<file path="config.mk">
export PLATFORM = sky130hd
export DESIGN_NAME = vector_floating_point_writeback_queue
export DESIGN_NICKNAME = d
export VERILOG_FILES = /design/src/rtl/vector_floating_point_writeback_queue.sv
export SDC_FILE = /design/constraint.sdc
export NUM_CORES = 1
export LEC_CHECK = 0
export BUFFER_PORTS_ARGS = -buffer_cell sky130_fd_sc_hd__buf_4
export CAP_MARGIN = 0
export CORE_ASPECT_RATIO = 0.7
export CORE_MARGIN = 5
export CORE_UTILIZATION = 61
export CTS_BUF_LIST = sky130_fd_sc_hd__clkbuf_8 sky130_fd_sc_hd__clkbuf_16
export DETAILED_ROUTE_END_ITERATION = 7
export GPL_ROUTABILITY_DRIVEN = 0
export PLACE_DENSITY_LB_ADDON = 0.25
export SYNTH_ARGS = -nofsm -noshare
export SYNTH_HDL_FRONTEND = slang
export SYNTH_SLANG_ARGS = --single-unit
</file>
<file path="constraint.sdc">
create_clock -name clock -period 8.5 [get_ports clock]
set_input_delay 0.425 -clock clock [delete_from_list [all_inputs] [get_ports clock]]
set_output_delay 0.425 -clock clock [all_outputs]
set_load 0.03 [all_outputs]
</file>
<file path="src/rtl/vector_floating_point_writeback_queue.sv">
// Writeback queue for the vector FP min/max stage: a fixed-latency tag pipeline follows
// each accepted issue, and the results it captures are buffered in order for the write port.
module vector_floating_point_writeback_queue #(
  parameter int DEPTH   = 4,
  parameter int LATENCY = 2,
  parameter int VLEN    = 128
) (
  input  logic                       clock,
  input  logic                       reset,
  input  logic                       issue_valid,
  output logic                       issue_ready,
  input  logic [4:0]                 issue_vd_address,
  input  logic [VLEN-1:0]            result_vd,
  output logic                       wb_valid,
  input  logic                       wb_ready,
  output logic [4:0]                 wb_vd_address,
  output logic [VLEN-1:0]            wb_vd,
  output logic [$clog2(DEPTH+1)-1:0] occupancy
);
  localparam int PW = $clog2(DEPTH);
  localparam int OW = $clog2(DEPTH + 1);
  localparam int CW = $clog2(DEPTH + LATENCY + 1) + 1;

  logic [LATENCY-1:0] tag_vld_q, tag_vld_d;
  logic [4:0]         tag_addr_q [LATENCY];
  logic [4:0]         tag_addr_d [LATENCY];
  logic [4:0]         mem_addr_q [DEPTH];
  logic [VLEN-1:0]    mem_data_q [DEPTH];
  logic [PW-1:0]      head_q, head_d, tail_q, tail_d;
  logic [OW-1:0]      count_q, count_d;
  logic [CW-1:0]      inflight_s;
  logic               accept_s, push_s, pop_s;

  // Slots are reserved at issue time: stored entries plus every tag still in flight.
  always_comb begin
    inflight_s = '0;
    for (int i = 0; i < LATENCY; i++) begin
      inflight_s = inflight_s + CW'(tag_vld_q[i]);
    end
  end

  assign issue_ready = (CW'(count_q) + inflight_s) < CW'(DEPTH);
  assign accept_s    = issue_valid & issue_ready;
  assign push_s      = tag_vld_q[LATENCY-1];
  assign wb_valid    = (count_q != '0);
  assign pop_s       = wb_valid & wb_ready;
  assign occupancy   = count_q;

  always_comb begin
    tag_vld_d[0] = accept_s;
    if (accept_s) begin
      tag_addr_d[0] = issue_vd_address;
    end else begin
      tag_addr_d[0] = 5'd0;
    end
    for (int i = 1; i < LATENCY; i++) begin
      tag_vld_d[i]  = tag_vld_q[i-1];
      tag_addr_d[i] = tag_addr_q[i-1];
    end
    // Pointers wrap naturally because DEPTH is a power of two.
    head_d  = pop_s  ? head_q + PW'(1) : head_q;
    tail_d  = push_s ? tail_q + PW'(1) : tail_q;
    count_d = count_q + OW'(push_s) - OW'(pop_s);
  end

  always_ff @(posedge clock) begin
    if (reset) begin
      tag_vld_q <= '0;
      head_q    <= '0;
      tail_q    <= '0;
      count_q   <= '0;
    end else begin
      tag_vld_q <= tag_vld_d;
      head_q    <= head_d;
      tail_q    <= tail_d;
      count_q   <= count_d;
    end
  end

  always_ff @(posedge clock) begin
    for (int i = 0; i < LATENCY; i++) begin
      tag_addr_q[i] <= tag_addr_d[i];
    end
  end

  // Storage is not cleared on reset; only the pointers and count define what is live.
  always_ff @(posedge clock) begin
    if (push_s && !reset) begin
      mem_addr_q[tail_q] <= tag_addr_q[LATENCY-1];
      mem_data_q[tail_q] <= result_vd;
    end
  end

  always_comb begin
    if (wb_valid) begin
      wb_vd         = mem_data_q[head_q];
      wb_vd_address = mem_addr_q[head_q];
    end else begin
      wb_vd         = '0;
      wb_vd_address = 5'd0;
    end
  end

endmodule
</file>
==> key figures <==
Run status
  – Status: completed

Synthesis
  – Post-synth top area share: 0.766
  – Adder-cell area share of the yosys netlist: 0.00576
  – Synthesized-area fraction occupied by ao, oa, aoi and oai cells: 0.00294
  – Combined area of all synthesized cells: 0.0209 mm2
  – Synth Net Count: 1,068
  – Simple-gate share of the synthesized area: 0.0461
  – Main combinational cell family by area after synthesis: multiplexers
  – Mean area per synthesized cell: 22.6 um2
  – Multiplexer fraction of the synthesized cell area: 0.144
  – Number of warnings reported in the yosys synthesis log: 0
  – Flip-flop and latch count after synthesis: 553
  – Number of cells produced by synthesis: 922
  – Cell types occupying the most area after synthesis: sky130_fd_sc_hd__edfxtp_1 (77%), sky130_fd_sc_hd__mux4_2 (14%), sky130_fd_sc_hd__and2_1 (4.1%)
  – Synth unique cells: 23
  – Sequential-to-total area share from yosys stat: 0.786
  – Most area-hungry cell type in the Yosys netlist: sky130_fd_sc_hd__edfxtp_1
  – Xor/xnor cell area share of the yosys netlist: 0.00126

Detailed routing
  – Detail Route Antenna Nets: 0
  – DRC errors left: 0
  – Drt pass-1 iters: 5
  – Final Routed Wirelength: 41,100 um
  – WL per Instance: 24.4 um
  – Via count: 9,701
  – Via/cell ratio: 5.76
  – Violation count after the first detailed-routing iteration: 763

CTS
  – Gates resized, CTS repair: 0
  – Clock tree from TritonCTS: built
  – Postcts setup bufs: 0
  – Master cell of the clock root buffer: sky130_fd_sc_hd__clkbuf_16
  – Clk buf depth: 3
  – Clock transition at the register clock pins on the worst setup and hold paths after CTS: 0.07 ns
  – Total clock buffers created by CTS: 49
  – Count of clock tree sinks: 553
  – Clock latency of the later-clocked register in the worst-skew pair: 0.55 ns
  – Number of hold buffers added after CTS: 0
  – Number of H-tree branching levels: 2

Setup path
  – Data required time at the worst endpoint: 8.08 ns
  – Element type at the critical path start: flop
  – Destination of the worst register-to-register timing path: mem_data_q[0][40]$_DFFE_PP_
  – Critical Path End: wb_vd_address[3]
  – Critical path capture point type: output port
  – Reg2reg path depth: 5
  – Maximum fanout count along the critical path: 43
  – R2R Path Start: tag_vld_q[1]$_SDFF_PP0_
  – Arrival time of data at the critical path endpoint: 3.08 ns
  – Crit path kind: reg -> out
  – Setup slack on the worst flop-to-flop path: 5.32 ns

GRT
  – Largest net degree at the start of global routing: 91
  – Overall overflow remaining after global route: 0
  – Vias in the first global route: 10,200
  – Wire length of the first global-routing pass: 62,300 um
  – Initial antenna violation count: 3
  – GR Util All Layers: 0.217

Timing
  – Post-Route Setup TNS: 0 ns
  – Least setup slack across all paths after layout: 4.99 ns
  – Maximum clock frequency: 0.285 GHz
  – Period utilisation layout: 0.413
  – Number of slew-limit violations in the final report: 0
  – Setup clock skew after layout: 0.00948 ns
  – Max-Slew Margin vs Limit: 0.382
  – Unrepaired setup endpoints after global routing: no
  – Hold Fails Final Rpt: 0
  – Final-report setup violation count: 0
  – Transition time of the tightest slew-check pin: 0.928 ns
  – Final critical delay including setup and external delays: 3.51 ns

Floorplanning
  – Count of pins on the block boundary: 275
  – Die width: 231 um
  – Die area: 0.0380 mm2
  – Effective utilization at floorplan: 0.620
  – FP Rows: 56
  – Y dimension of the die: 165 um
  – Placeable core area: 0.0336 mm2

Power and ir drop
  – Static leakage: 8.41 nW
  – Largest vdd supply drop: 208 uV
  – Power density over cell area: 295 mW/mm2

Placement
  – Detailed Place HPWL: 24,200 um
  – Worst slack at placement: 5.17 ns
  – Number of port buffers: 274

Finish
  – Area overhead of the layout relative to synthesis: 18.9%
  – Share of layout cells above drive strength 1: 0.395
  – Number of inserted diodes: 0
  – Number of nets in the final layout: 1,360
  – Number of fill cells: 1,956

Run
  – Max-cap violations: 0

Min path
  – Class of the worst hold path: in -> reg
[critical path, stage by stage (launching register included)]
cell	delay (ns)
sky130_fd_sc_hd__dfxtp_4	0.74
sky130_fd_sc_hd__buf_4	0.78
sky130_fd_sc_hd__mux4_2	0.62
sky130_fd_sc_hd__and2_1	0.19
sky130_fd_sc_hd__buf_4	0.17
[area by class of cell]
type	count	area [um2]	share of cell area
clock buffers	53	1280	0.0517
clock inverters	33	191	0.00772
repair buffers	288	2160	0.0872
multi-input cells	317	4190	0.169
inverters	5	18.8	0.000757
flip-flops and latches	553	16400	0.662
well taps	435	544	0.0220
[layer usage]
metal,GRT usage,wire length (um),up-vias
met5,0,47,-
met4,0.0556,926,6
met3,0.0552,2800,78
met2,0.353,20500,277
met1,0.304,16800,5025
li1,-,-,4315
[metrics by stage]
step / cells / util / total power [mW] / area [um2] / hold WS (ns)
after floorplan: 922 / - / 4.60 / 20900 / 0.310
after global placement: 1598 / 0.693 / 5.34 / 23300 / 0.312
after detailed placement: 1598 / 0.693 / 5.36 / 23300 / 0.312
after CTS: 1684 / 0.737 / 7.41 / 24800 / 0.0320
after global routing: 1684 / 0.737 / 7.64 / 24800 / 0.0368
final: 1684 / 0.737 / 7.32 / 24800 / 0.0682
[flip-flops by register name, indices dropped and copies added (netlist names), named ones only]
signal and flops:
occupancy 3, mem_addr_q 20, tag_vld_q 2, tag_addr_q 10
mem_data_q 512, head_q 2, tail_q 2
[synthesized netlist by cell type (all sizes together)]
cell and instances:
nor2 8, nand2b 2, and2 138, o21bai 1, a21oi 7, xnor2 2
fa 1, nor2b 2, dfxtp 21, xor2 1, mux4 133, o311ai 1
mux2i 1, clkbuf 22, ha 8, nand3 1, o21ai 2, inv 5
or3 2, buf 25, edfxtp 532, nand2 7
[cells in the final DEF (no fill, tap or decap)]
cell type / instances
sky130_fd_sc_hd__a21oi_1: 7
sky130_fd_sc_hd__and2_1: 134
sky130_fd_sc_hd__and2_4: 4
sky130_fd_sc_hd__buf_4: 288
sky130_fd_sc_hd__bufinv_16: 2
sky130_fd_sc_hd__clkbuf_16: 49
sky130_fd_sc_hd__clkbuf_8: 4
sky130_fd_sc_hd__clkinv_1: 9
sky130_fd_sc_hd__clkinv_2: 9
sky130_fd_sc_hd__clkinvlp_4: 1
sky130_fd_sc_hd__dfxtp_1: 19
sky130_fd_sc_hd__dfxtp_4: 2
sky130_fd_sc_hd__edfxtp_1: 532
sky130_fd_sc_hd__fa_1: 1
sky130_fd_sc_hd__ha_1: 8
sky130_fd_sc_hd__inv_1: 17
sky130_fd_sc_hd__mux2i_1: 1
sky130_fd_sc_hd__mux4_2: 133
sky130_fd_sc_hd__nand2_1: 7
sky130_fd_sc_hd__nand2b_1: 2
sky130_fd_sc_hd__nand3_1: 1
sky130_fd_sc_hd__nor2_1: 8
sky130_fd_sc_hd__nor2b_1: 2
sky130_fd_sc_hd__o21ai_0: 2
sky130_fd_sc_hd__o21bai_1: 1
sky130_fd_sc_hd__o311ai_0: 1
sky130_fd_sc_hd__or3_1: 1
sky130_fd_sc_hd__or3_4: 1
sky130_fd_sc_hd__xnor2_1: 2
sky130_fd_sc_hd__xor2_1: 1
[cells by family (layout without fill, tap and decap cells)]
kind of cell             count (synthesis)  after routing
flip-flops                             553            553
AND/OR/NAND/NOR                        160            160
multiplexers                           134            134
buffers and inverters                   52            379
AO/OA/AOI/OAI                           11             11
adder cells (fa/ha/maj)                  9              9
XOR/XNOR                                 3              3
[report_power, final]
| part | total (mW) | internal (mW) | switching, mW | leakage [nW] |
|---|---|---|---|---|
| logic | 2.17 | 0.910 | 1.26 | 2.67 |
| clock network | 2.05 | 1.14 | 0.915 | 0.774 |
| registers | 3.10 | 3.03 | 0.0658 | 4.97 |
[worst min-delay path by stage]
stage                                        end  cells past startpoint                         from  slack, ns
finish               mem_data_q[2][72]$_DFFE_PP_                      1                result_vd[72]       0.07
CTS                 mem_data_q[0][108]$_DFFE_PP_                      1               result_vd[108]       0.03
global placement        tag_addr_q[0][9]$_DFF_P_                      0  tag_addr_q[0][4]$_SDFF_PN0_       0.31
floorplan               tag_addr_q[0][5]$_DFF_P_                      0  tag_addr_q[0][0]$_SDFF_PN0_       0.31
global route         mem_data_q[0][85]$_DFFE_PP_                      1                result_vd[85]       0.04
detailed placement      tag_addr_q[0][6]$_DFF_P_                      0  tag_addr_q[0][1]$_SDFF_PN0_       0.31
No activity file was read; power rests on OpenSTA's default activity.
